**src/rtl/top_rx_decode.sv**
```systemverilog
// Receive-side decoder: undoes the +1 encoding and buffers decoded bytes in a FWFT FIFO.
module top_rx_decode #(
   parameter int          P_DELAY = 1,
   parameter int unsigned P_DEPTH = 4
) (
   input  logic                           CLK_I,
   input  logic                           RST_X,
   input  logic [7:0]                     DATA_I,
   input  logic                           VALID_I,
   output logic                           READY_O,
   output logic [7:0]                     DATA_O,
   output logic                           WRAP_O,
   output logic                           VALID_O,
   input  logic                           READY_I,
   output logic [$clog2(P_DEPTH):0]       COUNT_O,
   output logic [7:0]                     WRAP_CNT_O
);

   localparam int unsigned AW = $clog2(P_DEPTH);
   localparam int unsigned CW = AW + 1;

   typedef struct packed {
      logic       wrap;
      logic [7:0] data;
   } entry_t;

   // Elaboration-time parameter sanity checks; the delay only affects simulation.
   if (P_DEPTH < 2 || P_DEPTH > 16 || (P_DEPTH & (P_DEPTH - 1)) != 0) begin : g_bad_depth
      $error("top_rx_decode: P_DEPTH must be a power of two in 2..16");
   end
   if (P_DELAY < 0) begin : g_bad_delay
      $error("top_rx_decode: P_DELAY must be non-negative");
   end

   entry_t            mem_q [P_DEPTH];
   entry_t            mem_d [P_DEPTH];
   logic [AW-1:0]     wptr_q, wptr_d;
   logic [AW-1:0]     rptr_q, rptr_d;
   logic [CW-1:0]     count_q, count_d;
   logic              ready_q, ready_d;
   logic [7:0]        wrap_cnt_q, wrap_cnt_d;
   logic              push, pop;
   entry_t            in_entry;
   entry_t            head;

   // Next-state for pointers, occupancy, registered ready and wrap counter.
   always_comb begin
      push       = VALID_I && ready_q;
      pop        = (count_q != '0) && READY_I;
      in_entry   = '{wrap: (DATA_I == 8'h00), data: 8'(DATA_I - 8'h01)};
      mem_d      = mem_q;
      wptr_d     = wptr_q;
      rptr_d     = rptr_q;
      count_d    = count_q;
      wrap_cnt_d = wrap_cnt_q;
      if (push) begin
         mem_d[wptr_q] = in_entry;
         wptr_d        = AW'(wptr_q + AW'(1));
         if (in_entry.wrap && wrap_cnt_q != 8'hFF) begin
            wrap_cnt_d = 8'(wrap_cnt_q + 8'h01);
         end
      end
      if (pop) begin
         rptr_d = AW'(rptr_q + AW'(1));
      end
      if (push && !pop) begin
         count_d = CW'(count_q + CW'(1));
      end else if (pop && !push) begin
         count_d = CW'(count_q - CW'(1));
      end
      ready_d = (count_d < CW'(P_DEPTH));
   end

   // Control state with asynchronous flush on reset.
   always_ff @(posedge CLK_I or negedge RST_X) begin
      if (!RST_X) begin
         wptr_q     <= '0;
         rptr_q     <= '0;
         count_q    <= '0;
         ready_q    <= 1'b0;
         wrap_cnt_q <= 8'h00;
      end else begin
         wptr_q     <= wptr_d;
         rptr_q     <= rptr_d;
         count_q    <= count_d;
         ready_q    <= ready_d;
         wrap_cnt_q <= wrap_cnt_d;
      end
   end

   // Storage array; contents are only observed through the occupancy-qualified head.
   always_ff @(posedge CLK_I) begin
      mem_q <= mem_d;
   end

   // Head presentation, zeroed when the FIFO is empty.
   always_comb begin
      head       = mem_q[rptr_q];
      VALID_O    = (count_q != '0);
      DATA_O     = VALID_O ? head.data : 8'h00;
      WRAP_O     = VALID_O ? head.wrap : 1'b0;
      READY_O    = ready_q;
      COUNT_O    = count_q;
      WRAP_CNT_O = wrap_cnt_q;
   end

endmodule
```
**config.mk**
```make
export PLATFORM = sky130hd
export DESIGN_NAME = top_rx_decode
export DESIGN_NICKNAME = d
export VERILOG_FILES = /design/src/rtl/top_rx_decode.sv
export SDC_FILE = /design/constraint.sdc
export NUM_CORES = 1
export LEC_CHECK = 0
export CORE_MARGIN = 3
export CORE_UTILIZATION = 50
export CTS_BUF_LIST = sky130_fd_sc_hd__clkbuf_8
export CTS_CLUSTER_DIAMETER = 30
export DETAILED_ROUTE_END_ITERATION = 7
export PLACE_DENSITY_LB_ADDON = 0.3
export SYNTH_ARGS = -nofsm -noshare
export SYNTH_HDL_FRONTEND = slang
export SYNTH_SLANG_ARGS = --single-unit
```
**constraint.sdc**
```tcl
create_clock -name CLK_I -period 4.1 [get_ports CLK_I]
set_input_delay 0.615 -clock CLK_I [delete_from_list [all_inputs] [get_ports CLK_I]]
set_output_delay 0.615 -clock CLK_I [all_outputs]
set_load 0.05 [all_outputs]
```
# ---- Yosys cells after proc, flatten, opt, wreduce, memory -nomap -nowiden
# Index checks and enable logic that the tools add are counted.
# W data, S select, Z words.
dict set report op_classes {
  add_sub_neg 6
  n_mul 0
  div 0
  magnitude_cmp 4
  n_eq_ne 1
  shifts 0
  n_mux 10
  n_bitwise 2
  reduce_logical 11
}
# cell count
set ops {}
lappend ops {{$bwmux W36} 1}
lappend ops {{$mux W9} 3}
lappend ops {{$bmux W9 S2} 1}
lappend ops {{$demux W9 S2} 1}
lappend ops {{$add A8 B1 Y8 const B} 1}
lappend ops {{$logic_not A8 Y1} 1}
lappend ops {{$mux W8} 1}
lappend ops {{$ne A8 B8 Y1 const B} 1}
lappend ops {{$sub A8 B1 Y8 const B} 1}
lappend ops {{$ge A3 B3 Y1 const B} 2}
lappend ops {{$logic_and A1 B1 Y1} 6}
lappend ops {{$mux W3} 2}
lappend ops {{$not A2 Y3} 2}
lappend ops {{$add A2 B1 Y2 const B} 2}
lappend ops {{$add A3 B1 Y3 const B} 1}
lappend ops {{$lt A3 B1 Y1 const B} 1}
lappend ops {{$lt A3 B3 Y1 const B} 1}
lappend ops {{$reduce_bool A3 Y1} 1}
lappend ops {{$sub A3 B1 Y3 const B} 1}
lappend ops {{$logic_not A1 Y1} 2}
lappend ops {{$reduce_and A2 Y1} 1}
lappend ops {{$mux W1} 1}
dict set report totals {
  reg_bits 52
  latchBits 0
  mem_bits_rw 0
  romBits 0
  in_bits 12
  out_inout_bits 22
  elab_cells 47
  n_memories 0
}

# ---- Logic depth before layout (Yosys ltp)
# Gate-level depths: netlist of run 1.
dict set report depth {
  depth_word 6
  mapped_depth 10
  mapped_depth_nobuf 10
}

# ---- Least setup slack after synthesis of run 1
# No wires, ideal clock.
dict set report synth_timing {
  kind {register to output}
  start {register count_q[0], in the netlist COUNT_O[0]}
  end {output DATA_O[0]}
  arrival_time_ps 2199
  required_time_ps 3485
  path_slack_ps 1286
  path_stages_with_launch 6
  path_buffers 1
  path_cell_list {dfrtp_1 > inv_1 > ha_1 > nand2b_1 > clkbuf_1 > and2_1}
}
dict set report synth_via {
  elab_chain_len 2
}
# item line_no
set synth_rtl {}
lappend synth_rtl {{start, declared} 39} ;# logic [CW-1:0] count_q, count_d;
lappend synth_rtl {{start signal, assigned} 85} ;# count_q <= count_d;
lappend synth_rtl {{$reduce_bool A3 Y1} 99} ;# VALID_O = (count_q != '0);
lappend synth_rtl {{named net VALID_O} 13} ;# output logic VALID_O,
lappend synth_rtl {{$mux W8} 100} ;# DATA_O = VALID_O ? head.data : 8'h00;
lappend synth_rtl {{end, declared} 11} ;# output logic [7:0] DATA_O,
# The timed path passes the listed nets, and every way through them passes these cells.

# ---- Worst setup path in the final report of run 1
dict set report layout_timing {
  start {register rptr_q[0]}
  end {output DATA_O[2]}
}
dict set report layout_via {
  elab_chain_len 5
}
# item line_no
set layout_rtl {}
lappend layout_rtl {{start, declared} 38} ;# logic [AW-1:0] rptr_q, rptr_d;
lappend layout_rtl {{start signal, assigned} 84} ;# rptr_q <= rptr_d;
lappend layout_rtl {{$not A2 Y3 (implied by the code)} 98} ;# head = mem_q[rptr_q];
lappend layout_rtl {{$bmux W9 S2} 98}
lappend layout_rtl {{$mux W9 (implied by the code) (2 in a row)} 98}
lappend layout_rtl {{$mux W8} 100}
# Every way passes these cells. The select of a mux whose other input is x is not followed.

==> results of run 1 <==
cell families after synthesis:
kind of cell,after synthesis
muxes,11
buffers and inverters,17
AOI/OAI and AO/OA,13
DFF,52
xor gates and xnor gates,13
and+or+nand+nor,47
adders and majority gates,12
synth_stat cells, drive strengths merged:
library cell / n
edfxtp: 36
dfrtp: 16
inv: 13
ha: 12
and2: 9
mux4: 9
xor2: 8
nor2: 6
a21oi: 5
nand2: 5
nand3: 5
xnor2: 5
and3: 4
nand4: 3
nor3: 3
buf: 2
clkbuf: 2
mux2: 2
nand2b: 2
nor4: 2
nor4b: 2
o21ai: 2
a211oi: 1
a221oi: 1
a22o: 1
a31oi: 1
and4b: 1
nand4b: 1
nor2b: 1
nor3b: 1
o211ai: 1
o31ai: 1
or3: 1
or4: 1
registers in the layout, indices dropped and copies added, names as in the netlist, named ones only:
register,count
READY_O,1
COUNT_O,2
rptr_q,2
mem_q,36
WRAP_CNT_O,8
wptr_q,2
stage by stage:
step	total power [mW]	util (%)	std cells	setup WS, ns
after global placement	1.684	61.67	246	1.257
final	1.960	63.47	254	0.9322
after CTS	1.982	63.47	254	0.8721
after floorplan	1.421	-	165	1.286
after detailed placement	1.709	61.67	246	1.224
after global routing	2.072	63.47	254	0.7668
per-layer routing:
layer  up-vias  global-route usage (%)
li1        680                       -
met5         -                       0
met3         5                   4.139
met1       721                   22.17
met4         0                   4.660
met2        33                   29.05
power breakdown:
part | switching, mW | internal, mW | total [mW] | leakage, nW
Clock | 0.158 | 0.115 | 0.274 | 0.0505
Sequential | 0.0978 | 0.672 | 0.770 | 0.535
Combinational | 0.555 | 0.362 | 0.917 | 0.531
Total | 0.811 | 1.15 | 1.96 | 1.12
final cells by class:
cell class | instances | area, µm²
well taps | 52 | 65.06
flip-flops and latches | 52 | 1481
fillers | 346 | 1645
repair buffers | 33 | 330.3
multi-input cells | 96 | 852.1
clock inverters | 3 | 12.51
inverters | 13 | 48.80
clock buffers | 5 | 68.82
worst max-delay path by stage:
| stage | from | endpoint | cells after the start |
|---|---|---|---|
| after floorplan | COUNT_O[0]$_DFFE_PN0P_ | DATA_O[0] | 5 |
| after global placement | rptr_q[0]$_DFFE_PN0P_ | DATA_O[0] | 3 |
| after detailed placement | rptr_q[0]$_DFFE_PN0P_ | DATA_O[2] | 3 |
| after CTS | rptr_q[0]$_DFFE_PN0P_ | DATA_O[2] | 3 |
| after global routing | rptr_q[0]$_DFFE_PN0P_ | DATA_O[2] | 3 |
| final | rptr_q[0]$_DFFE_PN0P_ | DATA_O[2] | 3 |
critical path, cell delays in order (launching register included):
cell and delay [ns]:
dfrtp_1 0.79, mux4_2 0.58, and2_1 0.17, clkdlybuf4s50_1 0.70
==> impl_metrics.tcl, run 1 <==
set metrics [dict create \
    synth_top_family_by_area "simple AND/OR/NAND/NOR gates" \
    numPortBuffers 33 \
    cts.clk_slew.worst_paths_ns 0.09 \
    drcViolationCount 0 \
    required_ns 3.48 \
    drt-wirelength-per-cell_um 17.30 \
    grt_overflow_total 0 \
    cp-end-kind "output port" \
    yosysTopAreaCell "edfxtp_1" \
    holdBufCountCts 0 \
    p_leak_nw 1.117 \
    post_dp_cell_area_mm2 0.002778 \
    holdCritPathClass "flop to flop" \
    vias 1439 \
    drive_above_1_share_pct 9.406 \
    cp_max_fo 11 \
    avgViaCountPerCell 5.665 \
    finClkSkew_ns 0.007705 \
    ff2ff_path_depth 9 \
    syn_to_final_growth_pct 19.13 \
    globalplace.congestion 0.7665 \
    root_buffer "clkbuf_8" \
    synth_area_mm2 0.002400 \
    route.met3.wl_um 163 \
    grt_util_all_layers_pct 17.17 \
    cts_made_buffers 5 \
    min_from "WRAP_CNT_O[5]$_DFFE_PN0P_" \
    drt-initial-drc-count 68 \
    antenna_found_initial 0 \
    pwr_density_cell_mw_per_mm2 685.6 \
    syn_area_per_cell_um2 14.54 \
    synth_top_area_share_pct 45.05 \
    routed_wl_um 4394 \
    die_y_um 75.28 \
    whs_ns 0.5194 \
    final-hold-violation-count 0 \
    status "complete, no violations" \
    yosys.area_share.xor_xnor_pct 4.745 \
    setup_viol 0 \
    nets 225 \
    layout_common_cells "edfxtp_1, clkdlybuf4s50_1, dfrtp_1, inv_1, ha_1" \
    postCtsSetupBuffers 0 \
    met1_length_um 1860 \
    rsz0062_at_grt "no" \
    post-route-period-util_pct 77.26 \
    finalSetupTns_ns 0 \
    grt_max_degree 17 \
    syn_nets 189 \
    post-dp-hpwl_um 3036 \
    worstSetupStartpointType "flop" \
    cts_buffer_depth 2 \
    fp.dieArea_mm2 0.005667 \
    final_common_cell "edfxtp_1" \
    htree_levels 2 \
    ys_seq_elements 52 \
    design_area_mm2 0.002859 \
    synthDistinctLibCells 35 \
    n_antenna_cell 0 \
    yosys_warnings 0 \
    irDropWorstVdd_mv 0.4499 \
    worstReg2RegStart "COUNT_O[1]$_DFFE_PN0P_" \
    r2r_slack_ns 1.94 \
    min_to "WRAP_CNT_O[5]$_DFFE_PN0P_" \
    maxSlewViolCount 0 \
    io_pins 34 \
    synthAdderAreaFrac_pct 6.257 \
    relSlewSlack_pct 51.83 \
    synth_compound_area_share_pct 3.389 \
    wl_met2_um 2317 \
    fp.dieW_um 75.28 \
    rows 24 \
    syn_inst 165 \
    start_util_pct 53.28 \
    ys_seq_area_share_pct 61.73 \
    synthSimpleGateAreaFrac_pct 11.73 \
    dr.pass1.iters 4 \
    grt_pass1_wl_um 7079 \
    post_cts_resized 0 \
    fmax_mhz 315.7 \
    min_period_ns 3.168 \
    core_area_mm2 0.004504 \
    insertion_delay_ns 0.31 \
    ant_nets 0 \
    grt_pass1_vias 1447 \
    synth_mux_area_share_pct 9.385 \
    path_class "flop to output port" \
    top_layer_used "met4" \
    cts_tree "yes" \
    hold_depth 1 \
    cts_sinks 52 \
    synthTopCellsByArea "edfxtp_1, dfrtp_1, mux4_2" \
    crit_arrival_ns 2.55 \
    worstMarginPinSlew_ns 0.7125 \
    max_cap_viol_count 0 \
]
Power figures use the tool's default switching activity.
==> run 2, diff against run 1 <==
Clock period 4.1 ns to 3 ns, I/O delays scaled along.
==> run 2 against run 1 <==
Net effect:
- critical endpoint is now DATA_O[6]
- cell count rose by 0.39%
- sequential share of layout area fell by 0.61 points
- count of clock-buffer cells in the layout did not move
- utilization rose by 0.75 points
- non-clock buffer count rose by 1
==> impl_metrics.tcl, run 2 (synthesized netlist as in run 1, its figures left out) <==
set metrics [dict create \
    drive_above_1_share_pct 10.34 \
    pwr_density_cell_mw_per_mm2 961.0 \
    numPortBuffers 33 \
    post_cts_resized 0 \
    top_register "mem_q" \
    irDropWorstVdd_mv 0.6010 \
    dr.pass1.iters 4 \
    drcViolationCount 0 \
    syn_to_final_growth_pct 20.54 \
    rsz0062_at_grt "no" \
    cp_max_fo 12 \
    insertion_delay_ns 0.29 \
    nets 226 \
    rows 24 \
    maxSlewViolCount 0 \
    avgViaCountPerCell 5.686 \
    start_util_pct 53.28 \
    crit_arrival_ns 2.36 \
    htree_levels 2 \
    grt_pass1_wl_um 6941 \
    worstSetupStartpointType "flop" \
    status "complete, no violations" \
    die_y_um 75.28 \
    grt_overflow_total 0 \
    n_antenna_cell 0 \
    max_cap_viol_count 0 \
    post-dp-hpwl_um 3183 \
    root_buffer "clkbuf_8" \
    final-hold-violation-count 0 \
    grt_pass1_vias 1482 \
    layout_common_cells "edfxtp_1, clkdlybuf4s50_1, dfrtp_1, inv_1, ha_1" \
    vias 1450 \
    holdBufCountCts 0 \
    finClkSkew_ns 0.003713 \
    grt_util_all_layers_pct 16.64 \
    ant_nets 0 \
    min_period_ns 2.812 \
    worstMarginPinSlew_ns 0.7188 \
    cts_sinks 52 \
    fmax_mhz 355.6 \
    cts_tree "yes" \
    finalSetupTns_ns 0 \
    final_common_cell "edfxtp_1" \
    cts_made_buffers 5 \
    cts_buffer_depth 2 \
    postCtsSetupBuffers 0 \
    fp.dieArea_mm2 0.005667 \
    r2r_slack_ns 0.80 \
    p_leak_nw 1.130 \
    io_pins 34 \
    core_area_mm2 0.004504 \
    cp-end-kind "output port" \
    fp.dieW_um 75.28 \
    path_class "flop to output port" \
    required_ns 2.55 \
    setup_viol 0 \
    drt-initial-drc-count 59 \
    post-route-period-util_pct 93.75 \
    grt_max_degree 17 \
    cts.clk_slew.worst_paths_ns 0.09 \
    antenna_found_initial 0 \
    drt-wirelength-per-cell_um 17.09 \
    relSlewSlack_pct 51.93 \
    utilization_pct 64.22 \
    holdCritPathClass "flop to flop" \
    largest_reg_flops 36 \
    routed_wl_um 4357 \
    globalplace.congestion 0.7691 \
]
## run 2: report_power, final
part	internal, mW	switching [mW]
logic	0.506	0.798
registers	0.919	0.0983
clock network	0.244	0.214
## run 2: layout make-up
cell class / instances / area [µm²]
Timing Repair Buffer: 34 / 337.8
Multi-Input combinational cell: 96 / 852.1
Clock buffer: 5 / 68.82
Sequential cell: 52 / 1481
Fill cell: 344 / 1612
Inverter: 13 / 48.80
Clock inverter: 3 / 38.79
Tap cell: 52 / 65.06
## run 2: final timing paths
path,start,to,cells after the start
hold / removal,WRAP_CNT_O[5]$_DFFE_PN0P_,WRAP_CNT_O[5]$_DFFE_PN0P_,1
max in group asynchronous,RST_X,WRAP_CNT_O[4]$_DFFE_PN0P_,1
setup / recovery,COUNT_O[1]$_DFFE_PN0P_,DATA_O[6],5
setup reg to reg,COUNT_O[1]$_DFFE_PN0P_,flop,10
min in group asynchronous,RST_X,COUNT_O[0]$_DFFE_PN0P_,1
hold reg to reg,WRAP_CNT_O[5]$_DFFE_PN0P_,WRAP_CNT_O[5]$_DFFE_PN0P_,1
## run 2: through the flow
| stage | total power [mW] | std cells | cell area, µm² | setup slack, ns | hold WS, ns |
|---|---|---|---|---|---|
| global placement | 2.315 | 247 | 2785 | 0.3520 | 0.4819 |
| CTS | 2.813 | 255 | 2893 | 0.1502 | 0.5172 |
| detailed placement | 2.357 | 247 | 2785 | 0.3043 | 0.5057 |
| global route | 2.918 | 255 | 2893 | 0.07832 | 0.5271 |
| finish | 2.780 | 255 | 2893 | 0.1876 | 0.5090 |
| floorplan | 1.942 | 165 | 2400 | 0.3506 | 0.1544 |
## run 2: critical path, stage by stage (launching register included)
cell and delay, ns:
dfrtp_1 0.39, inv_1 0.09, ha_1 0.19, nand2b_1 0.36, and2_1 0.22, clkdlybuf4s50_1 0.80
## run 2: layer usage
metal	wire length [µm]	track usage, %	vias to the layer above	part of all wire, %
li1	-	-	685	-
met1	1782	19.88	723	41
met3	182	2.804	4	4.2
met5	0	0	-	0
met4	42	5.825	0	0.96
met2	2350	30.11	38	54
==> run 3, diff against run 2 <==
Settings changed: CAP_MARGIN from default to 25, CORE_UTILIZATION 50 to 35.
==> run 3 against run 2 <==
Net effect:
- sequential power barely moved
- global-route usage is 4.8 points lower
- die area grew 39%
- fmax shrank 0.31%
- critical path type unchanged
- highest routed layer unchanged
==> impl_metrics.tcl, run 3 (synthesized netlist as in run 1, its figures left out) <==
set metrics [dict create \
    status "complete, no violations" \
    grt_overflow_total 0 \
    routed_wl_um 4382 \
    htree_levels 2 \
    rsz0062_at_grt "no" \
    comb_power_share_pct 47.8 \
    antenna_found_initial 0 \
    cts_sinks 52 \
    drive_above_1_share_pct 10.84 \
    cts_buffer_depth 2 \
    final-seq-area_mm2 0.001481 \
    final_common_cell "edfxtp_1" \
    post-route-period-util_pct 94.04 \
    cts.clk_slew.worst_paths_ns 0.09 \
    pwr_density_cell_mw_per_mm2 935.4 \
    maxSlewViolCount 0 \
    layout_common_cells "edfxtp_1, clkdlybuf4s50_1, dfrtp_1, inv_1, ha_1" \
    finClkSkew_ns 0.01145 \
    switching_share_pct 41.47 \
    cp_slowest_cell "clkdlybuf4s50_1" \
    fp.dieArea_mm2 0.007886 \
    fmax_mhz 354.5 \
    postCtsSetupBuffers 0 \
    cts_tree "yes" \
    drcViolationCount 0 \
    avgViaCountPerCell 4.954 \
    syn_to_final_growth_pct 21.27 \
    drt-wirelength-per-cell_um 15.65 \
    root_buffer "clkbuf_8" \
    multi_input_area_um2 852.1 \
    seqPwrFrac_pct 37.3 \
    setup_ws_ns 0.1789 \
    nets 226 \
    core_area_mm2 0.006495 \
    rows 29 \
    netSwitchingPower_mw 1.129 \
    fp.dieW_um 88.81 \
    setup_viol 0 \
    dr.pass1.iters 4 \
    largest_reg_flops 36 \
    die_y_um 88.81 \
    irDropWorstVdd_mv 0.5956 \
    holdCritPathClass "flop to flop" \
    post_cts_resized 0 \
    p_leak_nw 1.116 \
    grt_max_degree 19 \
    clkPwrFrac_pct 14.9 \
    top_register "mem_q" \
    grt_pass1_wl_um 6955 \
    path_buf_inv 2 \
    crit_arrival_ns 2.37 \
    intPower_mw 1.593 \
    final_cell_count_no_fill 280 \
    drt-initial-drc-count 86 \
    start_util_pct 36.95 \
    cp-end-kind "output port" \
    cp_max_fo 12 \
    cts_made_buffers 5 \
    placedCellCount 272 \
    post-dp-hpwl_um 3046 \
    io_pins 34 \
    power_mw 2.722 \
    n_antenna_cell 0 \
    relSlewSlack_pct 49.68 \
    vias 1387 \
    whs_ns 0.4761 \
    holdBufCountCts 0 \
    path_class "flop to output port" \
    final-hold-violation-count 0 \
    required_ns 2.55 \
    min_period_ns 2.821 \
    insertion_delay_ns 0.31 \
    globalplace.congestion 0.7683 \
    fillers 590 \
    max_cap_viol_count 0 \
    finalSetupTns_ns 0 \
    critical_path.top_delay_family "buffers and inverters" \
    critical_path.max_stage_delay_ns 0.82 \
    worstMarginPinSlew_ns 0.7524 \
    pre_cts_slack_ns 0.2961 \
    grt_pass1_vias 1342 \
    numPortBuffers 33 \
    grt_util_all_layers_pct 11.88 \
    crit_chain "inv_1 > ha_1 > nand2b_1 > and2_1 > clkdlybuf4s50_1" \
    ant_nets 0 \
    worstSetupStartpointType "flop" \
]
-- run 3: cell count changes in the layout (fill, tap and decap cells not counted), sizes merged --
cell      before  now
clkinv         1    0
bufinv         1    0
inv           14   15
clkinvlp       0    1
-- run 3: final timing paths --
kind,from,endpoint,slack (ns),cells after the start
worst max register to register,COUNT_O[0]$_DFFE_PN0P_,flop,0.84,9
worst min-delay path,rptr_q[0]$_DFFE_PN0P_,rptr_q[0]$_DFFE_PN0P_,0.48,1
min in group asynchronous,RST_X,WRAP_CNT_O[4]$_DFFE_PN0P_,0.57,1
max in group asynchronous,RST_X,WRAP_CNT_O[0]$_DFFE_PN0P_,1.94,1
worst min register to register,rptr_q[0]$_DFFE_PN0P_,rptr_q[0]$_DFFE_PN0P_,0.48,1
worst max-delay path,COUNT_O[0]$_DFFE_PN0P_,WRAP_O,0.18,5
-- run 3: through the flow --
stage	utilization, %	cell area [µm²]
finish	44.81	2910
global route	44.81	2910
floorplan	-	2400
CTS	44.81	2910
detailed placement	43.36	2816
global placement	43.36	2816
-- run 3: area by class of cell --
class,instances,share of cell area (%)
clock buffers,5,2.365
flip-flops and latches,52,50.90
repair buffers,34,11.61
multi-input cells,96,29.28
well taps,77,3.310
clock inverters,3,0.8598
inverters,13,1.677
-- run 3: power by group through the flow --
stage / registers (mW) / logic (mW) / clock network, mW
after floorplan: 1.07 / 0.869 / 0
after global placement: 1.03 / 1.31 / 0
after detailed placement: 1.03 / 1.32 / 0
after CTS: 1.02 / 1.32 / 0.427
after global routing: 1.03 / 1.40 / 0.455
final: 1.02 / 1.30 / 0.407
-- run 3: routing by layer --
layer  share of wire (%)  GRT usage (%)
met4                0.50          2.885
met5                   0              0
met3                 6.4          3.445
met2                  43          17.48
met1                  50          17.33
-- run 3: worst register-to-register path: cells and delay by family, from the launching register on --
| kind | cells | cell delay, ns |
|---|---|---|
| AO/OA/AOI/OAI | 3 | 0.36 |
| flip-flops | 1 | 0.39 |
| adder cells (fa/ha/maj) | 2 | 0.51 |
| buffers and inverters | 1 | 0.09 |
| AND/OR/NAND/NOR | 3 | 0.75 |
